File: src/rtl/dryer_panel_encoder_if.sv
// rtl/dryer_panel_encoder_if.sv - panel contacts in, controller codes and pulses out
interface dryer_panel_encoder_if;
   logic        BTN_ON;
   logic        BTN_OFF;
   logic        BTN_RST;
   logic [10:0] DIAL_POS;
   logic [3:0]  HEAT_POS;
   logic [0:3]  mainDial;
   logic [0:1]  heatDial;
   logic        ON;
   logic        OFF;
   logic        RST_REQ;
   logic        ON_REJECT;
   logic        DIAL_FAULT;

   modport master (
      output BTN_ON, BTN_OFF, BTN_RST, DIAL_POS, HEAT_POS,
      input  mainDial, heatDial, ON, OFF, RST_REQ, ON_REJECT, DIAL_FAULT
   );

   modport slave (
      input  BTN_ON, BTN_OFF, BTN_RST, DIAL_POS, HEAT_POS,
      output mainDial, heatDial, ON, OFF, RST_REQ, ON_REJECT, DIAL_FAULT
   );
endinterface

File: src/rtl/dryer_panel_encoder.sv
// rtl/dryer_panel_encoder.sv - synchronise and debounce panel buttons and rotary dials
// Buttons become one-cycle pulses; dials become settled codes with a one-hot fault flag.
module dryer_panel_encoder #(
   parameter int DEB_CYCLES = 500
) (
   input logic                   CLK,
   input logic                   RESET,
   dryer_panel_encoder_if.slave  pnl
);
   localparam int              CW      = (DEB_CYCLES > 2) ? $clog2(DEB_CYCLES) : 1;
   localparam logic [CW-1:0]   CNT_MAX = CW'(DEB_CYCLES - 1);

   localparam logic [1:0] IDLE       = 2'd0;
   localparam logic [1:0] PRESS_WAIT = 2'd1;
   localparam logic [1:0] HELD       = 2'd2;
   localparam logic [1:0] REL_WAIT   = 2'd3;

   logic [17:0] sync_a;
   logic [17:0] sync_b;
   logic [10:0] dial_s;
   logic [3:0]  heat_s;
   logic [2:0]  btn_s;
   logic [2:0]  fire;

   always_ff @(posedge CLK) begin
      if (RESET) begin
         sync_a <= '0;
         sync_b <= '0;
      end else begin
         sync_a <= {pnl.BTN_RST, pnl.BTN_OFF, pnl.BTN_ON, pnl.HEAT_POS, pnl.DIAL_POS};
         sync_b <= sync_a;
      end
   end

   assign dial_s = sync_b[10:0];
   assign heat_s = sync_b[14:11];
   assign btn_s  = sync_b[17:15];

   // Index 0 = ON, 1 = OFF, 2 = RESET button.
   for (genvar i = 0; i < 3; i++) begin : g_btn
      logic [1:0]    state;
      logic [CW-1:0] cnt;
      logic          armed;

      always_ff @(posedge CLK) begin
         if (RESET) begin
            state <= REL_WAIT;
            cnt   <= '0;
            armed <= 1'b0;
         end else begin
            case (state)
               IDLE: begin
                  if (btn_s[i]) begin
                     state <= PRESS_WAIT;
                     cnt   <= '0;
                  end
               end
               PRESS_WAIT: begin
                  if (!btn_s[i])
                     state <= IDLE;
                  else if (cnt == CNT_MAX)
                     state <= HELD;
                  else
                     cnt <= cnt + CW'(1);
               end
               HELD: begin
                  if (!btn_s[i]) begin
                     state <= REL_WAIT;
                     cnt   <= '0;
                     armed <= 1'b1;
                  end
               end
               default: begin
                  // Unarmed only after reset: a button held through reset must be released first.
                  if (btn_s[i]) begin
                     if (armed)
                        state <= HELD;
                     else
                        cnt <= '0;
                  end else if (cnt == CNT_MAX) begin
                     state <= IDLE;
                  end else begin
                     cnt <= cnt + CW'(1);
                  end
               end
            endcase
         end
      end

      assign fire[i] = (state == PRESS_WAIT) && btn_s[i] && (cnt == CNT_MAX);
   end

   function automatic logic [3:0] main_code(input logic [10:0] p);
      main_code = 4'h0;
      for (int i = 0; i < 11; i++) begin
         if (p[i]) begin
            case (i)
               0:       main_code = 4'h0;
               1:       main_code = 4'h1;
               2:       main_code = 4'h2;
               3:       main_code = 4'h4;
               4:       main_code = 4'h8;
               default: main_code = 4'(i + 5);
            endcase
         end
      end
   endfunction

   function automatic logic [1:0] heat_code(input logic [3:0] p);
      heat_code = 2'b00;
      for (int i = 0; i < 4; i++) begin
         if (p[i])
            heat_code = 2'(i);
      end
   endfunction

   logic [10:0]   main_cand;
   logic [CW-1:0] main_cnt;
   logic          main_settled;
   logic          main_fault;
   logic [3:0]    heat_cand;
   logic [CW-1:0] heat_cnt;
   logic          heat_settled;
   logic          heat_fault;

   always_ff @(posedge CLK) begin
      if (RESET) begin
         main_cand    <= '0;
         main_cnt     <= '0;
         main_settled <= 1'b0;
         main_fault   <= 1'b0;
         pnl.mainDial <= 4'h0;
      end else if (dial_s != main_cand) begin
         main_cand    <= dial_s;
         main_cnt     <= '0;
         main_settled <= 1'b0;
      end else if (!main_settled) begin
         if (main_cnt == CNT_MAX) begin
            main_settled <= 1'b1;
            if ($onehot(main_cand)) begin
               pnl.mainDial <= main_code(main_cand);
               main_fault   <= 1'b0;
            end else begin
               main_fault   <= 1'b1;
            end
         end else begin
            main_cnt <= main_cnt + CW'(1);
         end
      end
   end

   always_ff @(posedge CLK) begin
      if (RESET) begin
         heat_cand    <= '0;
         heat_cnt     <= '0;
         heat_settled <= 1'b0;
         heat_fault   <= 1'b0;
         pnl.heatDial <= 2'b00;
      end else if (heat_s != heat_cand) begin
         heat_cand    <= heat_s;
         heat_cnt     <= '0;
         heat_settled <= 1'b0;
      end else if (!heat_settled) begin
         if (heat_cnt == CNT_MAX) begin
            heat_settled <= 1'b1;
            if ($onehot(heat_cand)) begin
               pnl.heatDial <= heat_code(heat_cand);
               heat_fault   <= 1'b0;
            end else begin
               heat_fault   <= 1'b1;
            end
         end else begin
            heat_cnt <= heat_cnt + CW'(1);
         end
      end
   end

   assign pnl.DIAL_FAULT = main_fault | heat_fault;

   logic start_ok;
   assign start_ok = main_settled && heat_settled && !main_fault && !heat_fault;

   // OFF wins over a coincident ON; the suppressed ON is not reported as a reject.
   always_ff @(posedge CLK) begin
      if (RESET) begin
         pnl.ON        <= 1'b0;
         pnl.OFF       <= 1'b0;
         pnl.RST_REQ   <= 1'b0;
         pnl.ON_REJECT <= 1'b0;
      end else begin
         pnl.ON        <= fire[0] && !fire[1] && start_ok;
         pnl.ON_REJECT <= fire[0] && !fire[1] && !start_ok;
         pnl.OFF       <= fire[1];
         pnl.RST_REQ   <= fire[2];
      end
   end
endmodule

File: src/flat_wrapper.sv
// flat-port wrapper written by rule: the top's interface ports become plain ports
module dryer_panel_encoder_flat 
#(
   parameter int DEB_CYCLES = 500
)
  (CLK, RESET, pnl_BTN_ON, pnl_BTN_OFF, pnl_BTN_RST, pnl_DIAL_POS, pnl_HEAT_POS, pnl_mainDial, pnl_heatDial, pnl_ON, pnl_OFF, pnl_RST_REQ, pnl_ON_REJECT, pnl_DIAL_FAULT);
  dryer_panel_encoder_if pnl_i ();
  input logic CLK;
  input logic RESET;
  input wire logic [$bits(pnl_i.BTN_ON)-1:0] pnl_BTN_ON;
  input wire logic [$bits(pnl_i.BTN_OFF)-1:0] pnl_BTN_OFF;
  input wire logic [$bits(pnl_i.BTN_RST)-1:0] pnl_BTN_RST;
  input wire logic [$bits(pnl_i.DIAL_POS)-1:0] pnl_DIAL_POS;
  input wire logic [$bits(pnl_i.HEAT_POS)-1:0] pnl_HEAT_POS;
  output wire logic [$bits(pnl_i.mainDial)-1:0] pnl_mainDial;
  output wire logic [$bits(pnl_i.heatDial)-1:0] pnl_heatDial;
  output wire logic [$bits(pnl_i.ON)-1:0] pnl_ON;
  output wire logic [$bits(pnl_i.OFF)-1:0] pnl_OFF;
  output wire logic [$bits(pnl_i.RST_REQ)-1:0] pnl_RST_REQ;
  output wire logic [$bits(pnl_i.ON_REJECT)-1:0] pnl_ON_REJECT;
  output wire logic [$bits(pnl_i.DIAL_FAULT)-1:0] pnl_DIAL_FAULT;
  assign pnl_i.BTN_ON = pnl_BTN_ON;
  assign pnl_i.BTN_OFF = pnl_BTN_OFF;
  assign pnl_i.BTN_RST = pnl_BTN_RST;
  assign pnl_i.DIAL_POS = pnl_DIAL_POS;
  assign pnl_i.HEAT_POS = pnl_HEAT_POS;
  assign pnl_mainDial = pnl_i.mainDial;
  assign pnl_heatDial = pnl_i.heatDial;
  assign pnl_ON = pnl_i.ON;
  assign pnl_OFF = pnl_i.OFF;
  assign pnl_RST_REQ = pnl_i.RST_REQ;
  assign pnl_ON_REJECT = pnl_i.ON_REJECT;
  assign pnl_DIAL_FAULT = pnl_i.DIAL_FAULT;
  dryer_panel_encoder #(.DEB_CYCLES(DEB_CYCLES)) u_core (.CLK(CLK), .RESET(RESET), .pnl(pnl_i));
endmodule
File: config.mk
export PLATFORM = sky130hd
export DESIGN_NAME = dryer_panel_encoder_flat
export DESIGN_NICKNAME = d
export VERILOG_FILES = /design/src/rtl/dryer_panel_encoder_if.sv /design/src/rtl/dryer_panel_encoder.sv /design/src/flat_wrapper.sv
export SDC_FILE = /design/constraint.sdc
export NUM_CORES = 1
export LEC_CHECK = 0
export CAP_MARGIN = 15
export CORE_MARGIN = 8
export CORE_UTILIZATION = 30
export CTS_CLUSTER_DIAMETER = 50
export DETAILED_ROUTE_END_ITERATION = 16
export PLACE_DENSITY = 0.49
export SYNTH_ARGS = -nofsm -noshare
export SYNTH_HDL_FRONTEND = slang
export SYNTH_SLANG_ARGS = --single-unit
File: constraint.sdc
create_clock -name CLK -period 4.3 [get_ports CLK]
set_input_delay 1.075 -clock CLK [delete_from_list [all_inputs] [get_ports CLK]]
set_output_delay 1.075 -clock CLK [all_outputs]
set_load 0.02 [all_outputs]
# Word level (Yosys, flattened, before mapping)
# Cells that the tools add are included.
word_totals:
  ff_bits: 119
  latch_bits: 0
  mem_bits_rw: 0
  rom_bits: 0
  input_bits: 20
  out_inout_bits: 11
  wordCells: 189
  n_memories: 0
classes:
  addsub: 18
  n_mul: 0
  div: 0
  order_cmp: 0
  n_eq_ne: 33
  shift: 0
  n_mux: 64
  bitwise_logic: 10
  reduce_logical: 39
ops:
  columns: ["cell", "n"]
  rows:
  - ["$mux 9", 18]
  - ["$pmux 9 s3", 3]
  - ["$mux 2", 24]
  - ["$add 9x1->9 const B", 5]
  - ["$eq 9x9->1 const B", 5]
  - ["$mux 4", 7]
  - ["$ne 4x4->1 const B", 6]
  - ["$reduce_and 4->1", 5]
  - ["$pmux 2 s3", 3]
  - ["$add 4x4->4", 4]
  - ["$reduce_and 5->1", 3]
  - ["$add 1x1->2", 7]
  - ["$logic_and 1x1->1", 12]
  - ["$ne 2x1->1 const B", 6]
  - ["$reduce_bool 4->1", 3]
  - ["$ne 11x11->1", 1]
  - ["$reduce_and 2->1", 5]
  - ["$ne 3x3->1 const B", 3]
  - ["$not 1->1", 9]
  - ["$mux 1", 8]
  - ["$eq 2x1->1 const B", 3]
  - ["$eq 2x2->1 const B", 3]
  - ["$logic_not 2->1", 3]
  - ["$ne 2x2->1 const B", 3]
  - ["10 further kinds", 15]

# Depth between registers and ports, before layout
# Gate-level depths: netlist of run 1.
depth:
  ltp_word: 10
  depth_mapped: 12
  mapped_depth_nobuf: 12

# Worst setup path after synthesis of run 1
# OpenSTA, ideal clock, no wires.
synth_path:
  path_kind: "reg2reg"
  startpoint: "register u_core.main_cand[3]"
  endpoint: "register u_core.pnl.mainDial[2]"
  setup_ns: 0.121
  t_arrival_ns: 3.503
  t_required_ns: 4.179
  setup_slack_ns: 0.676
  stages_incl_launch_ff: 13
  n_path_buf: 0
  period_less_slack_ns: 3.624
  cell_sequence: "dfxtp_1 > inv_1 > ha_1 > fa_1 > fa_1 > inv_1 > fa_1 > ha_1 > fa_1 > xnor2_1 > nand3_1 > nor2_2 > mux2_2"
synth_via:
  elab_chain_cells: 8
  elab_cells_between_ends: 16
  cone_classes: "add/sub (4); eq/ne (2); mux (8); bitwise (1); reduce/logical (1)"
synth_lines:
  columns: ["item", "line", "text"]
  rows:
  - ["start: declaration", "dryer_panel_encoder.sv:117", "logic [10:0] main_cand;"]
  - ["start signal: assignment", "dryer_panel_encoder.sv:134", "main_cand <= dial_s;"]
  - ["parallel branches: the longest is 8 deep, another holds $add 4x4->4", null, null]
  - ["end signal: assignment", "dryer_panel_encoder.sv:141", "pnl.mainDial <= main_code(main_cand);"]
  - ["end: declaration", "dryer_panel_encoder_if.sv:23", "output mainDial, heatDial, ON, OFF, RST_REQ, ON_REJECT, DIAL_FAULT"]
# Several ways; the timed one is not identified.
# A chain may end at the register's enable or synchronous reset.

# Worst setup path in the final report of run 1
# Ends and elaborated chain as after synthesis.

==> summary.txt, run 1 <==
Final layout
  • Post-route cell area: 0.006465 mm²
  • Layout area overhead: 21.55%
  • Post-layout net count: roughly 660
  • Layout cell share with drive strength beyond 1: 8.020%
  • Ant diodes: 0
  • Post-Route Utilization: 37.38%
  • Fillcell total: between 1,500 and 2,000
  • Fin cells: between 800 and 900

Hold path
  • Worst min path class: flip-flop to flip-flop
  • Worst Min Path Start: u_core.sync_a[2]
  • Hold Path Cell Cnt: 1
  • Worst-case hold path end point: u_core.sync_b[2]

Timing
  • Clock Skews: ~0.0073 ns
  • Slew headroom: between 40 and 50%
  • Final hold vios: 0
  • Setup ws final: between 0.4 and 0.5 ns
  • Final period util: between 80 and 90%
  • FMAX: roughly 0.26 GHz
  • Slew Limit Fails: 0
  • Setup TNS: 0 ns
  • Crit path time final: just under 4 ns
  • RSZ-0062 raised after global routing: no
  • Setup violators final: 0
  • Tightest Pin Transition: between 0.7 and 0.8 ns

Placed design
  • Gpl congestion: between 0.7 and 0.8
  • PortBufs: 30
  • Pre-CTS setup slack: 0.4142 ns
  • Cell count after placement: 804
  • Placed inst area: 0.005849 mm²
  • Post-DP HPWL: a little over 7 mm

Clock network
  • Post-CTS Setup Inserts: 0
  • Clock Root Buffer: clkbuf_16
  • Hold-fix buffers, CTS: 0
  • Insertion delay of the later-clocked pin in the worst-skew pair: slightly above 0.4 ns
  • H-Tree Depth: 4
  • Clock transition at the registers of the reported paths: 0.06 ns
  • Clock buffer count from CTS: 17
  • CTS max path bufs: 2
  • Post-cts sizing count: 0
  • Sink Count: 119
  • CTS tree: built

Setup path
  • CP Launch Type: flip-flop
  • Crit. End Element: flip-flop
  • FF-to-FF setup slack: 0.43 ns
  • Worst Path Required: roughly 4.6 ns
  • Worst r2r path cells: 12
  • Most common cell on crit path: fa_1
  • Slowest-stage cell, CP: fa_1
  • Worst reg2reg path endpoint: u_core.pnl.mainDial[2]
  • Worst-path fanout max: 6
  • Sequence of cells on the critical path: inv_1, ha_1, fa_1, fa_1, inv_1, fa_1, ha_1, fa_1, xnor2_1, nand3_1, nor2_2, mux2_2
  • WP data arrival: between 4 and 5 ns
  • Max incr delay on CP: 0.50 ns
  • Critical path type: flip-flop to flip-flop
  • FF-to-FF Start: u_core.main_cand[3]

Synthesis
  • EDFF count, synth: 0
  • Synth top area share: between 40 and 50%
  • Syn Nets: 621
  • Top FF cell, synth: dfxtp_1
  • Synth top cells by count: 119 x dfxtp_1, 66 x nor2_1, 59 x nor2b_1
  • Post-Syn Area: 0.005319 mm²
  • #FFs+latches synth: ~120
  • Yosys warning total: 0
  • Count leader, synth: dfxtp_1
  • Sequential area share after synthesis: roughly 45%
  • Count of cell types in the netlist: 56
  • Gate count of the mapped netlist: 563
  • Ranking of synthesized cells by area: dfxtp_1 45%, ha_1 7.3%, nor2b_1 6.9%, xnor2_1 5.4%, nor2_1 4.7%
  • Mapped Avg Cell Area: between 9 and 10 µm²
  • Synth area leader: dfxtp_1
  • Synth async-reset ratio: 0%

Floorplanning
  • Core Rows: between 40 and 50
  • Ports: 31
  • Die width: 149.2 µm
  • Die area: ~0.022 mm²
  • Initial core utilization: ~31%
  • Total core area: roughly 0.017 mm²
  • Die H: about 150 µm

GRT
  • Number of global-route vias before repair: approximately 3,700
  • GRT Total Usage: 9.472%
  • First-pass GRT wire length: 16.99 mm
  • Initial antenna violation count: 0
  • Total gr overflow: 0
  • Pin count of the biggest net entering global routing: 34

Drt
  • Vias per cell: 4.547
  • WL per Instance: 11.91 µm
  • Antenna Nets Post-Route: 0
  • DRC: 0
  • Vias: 3,801
  • Iter 0 DRT Violations: around 140
  • Final wirelength: 9.953 mm
  • 1st-pass router iterations: 4

Power and ir drop
  • Worst VDD drop: between 0.2 and 0.3 mV
  • Static Leak: between 2 and 3 nW
  • Power per cell area: about 500 mW/mm²

Job
  • Total of max-cap violations: 0

Outcome
  • Status: complete, no violations
==> logic make-up (layout without fill, tap and decap cells) <==
logic type,Yosys count,in the layout,share of synthesized area [%]
AND/OR/NAND/NOR,244,244,25.29
XOR/XNOR,52,52,8.563
multiplexers,6,6,1.153
flip-flops,119,119,44.79
AO/OA/AOI/OAI,57,57,6.940
adder cells (fa/ha/maj),38,38,9.927
buffers and inverters,47,95,3.340
==> worst max-delay path: cells and delay by family (launching register included) <==
kind / cells / cell delay, ns
XOR/XNOR: 1 / 0.16
multiplexers: 1 / 0.35
flip-flops: 1 / 0.40
buffers and inverters: 2 / 0.15
AND/OR/NAND/NOR: 2 / 0.43
adder cells (fa/ha/maj): 6 / 2.27
==> through the flow <==
| stage | power, W | hold WS (ns) |
|---|---|---|
| 2_1_floorplan | 0.001688 | 0.4138 |
| 3_3_place_gp | 0.001792 | 0.4213 |
| 3_5_place_dp | 0.001809 | 0.4228 |
| 4_1_cts | 0.003270 | 0.4343 |
| 5_1_grt | 0.003411 | 0.4552 |
| 6_report | 0.003233 | 0.4332 |
==> layer usage <==
| layer | wire, µm | vias to the layer above | global-route usage [%] | share of wire [%] |
|---|---|---|---|---|
| li1 | - | 1971 | - | - |
| met1 | 4930 | 1757 | 11.40 | 50 |
| met2 | 4374 | 60 | 14.46 | 44 |
| met3 | 453 | 13 | 4.066 | 4.6 |
| met4 | 194 | 0 | 4.139 | 1.9 |
| met5 | 0 | - | 0 | 0 |
==> state kept, by name, summed over array words and instances, names as in the netlist, named ones only <==
signal,flops
u_core.g_btn.cnt,27
u_core.sync_a,18
u_core.sync_b,18
u_core.main_cand,11
u_core.heat_cnt,9
u_core.main_cnt,9
u_core.heat_cand,4
u_core.pnl.mainDial,4
u_core.g_btn.armed,3
u_core.g_btn.state,3
u_core.pnl.heatDial,2
u_core.heat_fault,1
u_core.heat_settled,1
u_core.main_fault,1
u_core.main_settled,1
u_core.pnl.OFF,1
u_core.pnl.ON,1
u_core.pnl.ON_REJECT,1
u_core.pnl.RST_REQ,1
==> cell type report <==
class                      count  area [µm²]  area share, %
timing repair buffer          32       310.3          4.800
sequential                   119        2382          36.85
tap                          225       281.5          4.355
multi-input combinational    397        2759          42.67
inverter                      31       116.4          1.800
clock inverter                 6       86.33          1.335
clock buffer                  26       529.3          8.187
==> layout by cell type (no fill, tap or decap), types with 4 or more instances in the layout <==
cell type,instances
nor3b_1,8
nor3_1,13
or3_1,6
clkbuf_8,7
o21ai_0,13
xor2_1,19
nor2_1,66
inv_1,31
clkdlybuf4s50_1,29
xnor2_1,33
a311o_1,4
dfxtp_1,119
nand4_1,10
nand3_1,16
mux2i_1,5
clkbuf_16,17
nor4_1,5
nor2b_1,59
fa_1,7
ha_1,31
nand2_1,22
nand2b_1,6
and3_1,6
a21oi_1,20
==> power by group <==
group	leakage (nW)	switching [W]	internal, W
sequential	0.971	0.0000701	0.00118
clock	0.303	0.000484	0.000960
combinational	1.24	0.000293	0.000243
total	2.52	0.000847	0.00239
==> worst max-delay path by stage <==
stage / start / end / slack [ns] / cells past startpoint
after detailed placement: u_core.main_cand[3] / u_core.pnl.mainDial[2] / 0.41 / 12
final: u_core.main_cand[3] / u_core.pnl.mainDial[2] / 0.43 / 12
after global placement: u_core.main_cand[3] / u_core.pnl.mainDial[2] / 0.54 / 12
after global routing: u_core.main_cand[3] / u_core.pnl.mainDial[2] / 0.16 / 12
after CTS: u_core.main_cand[3] / u_core.pnl.mainDial[2] / 0.39 / 12
after floorplan: u_core.main_cand[3] / u_core.pnl.mainDial[2] / 0.68 / 12
No activity file was read; power rests on OpenSTA's default activity.
==> run 2: changes to the inputs <==
ABC_AREA = 0   (was default)
GPL_ROUTABILITY_DRIVEN = 0   (was default)
==> results of run 2 <==
The final DEF is identical to that of run 1; final timing and power are the same.
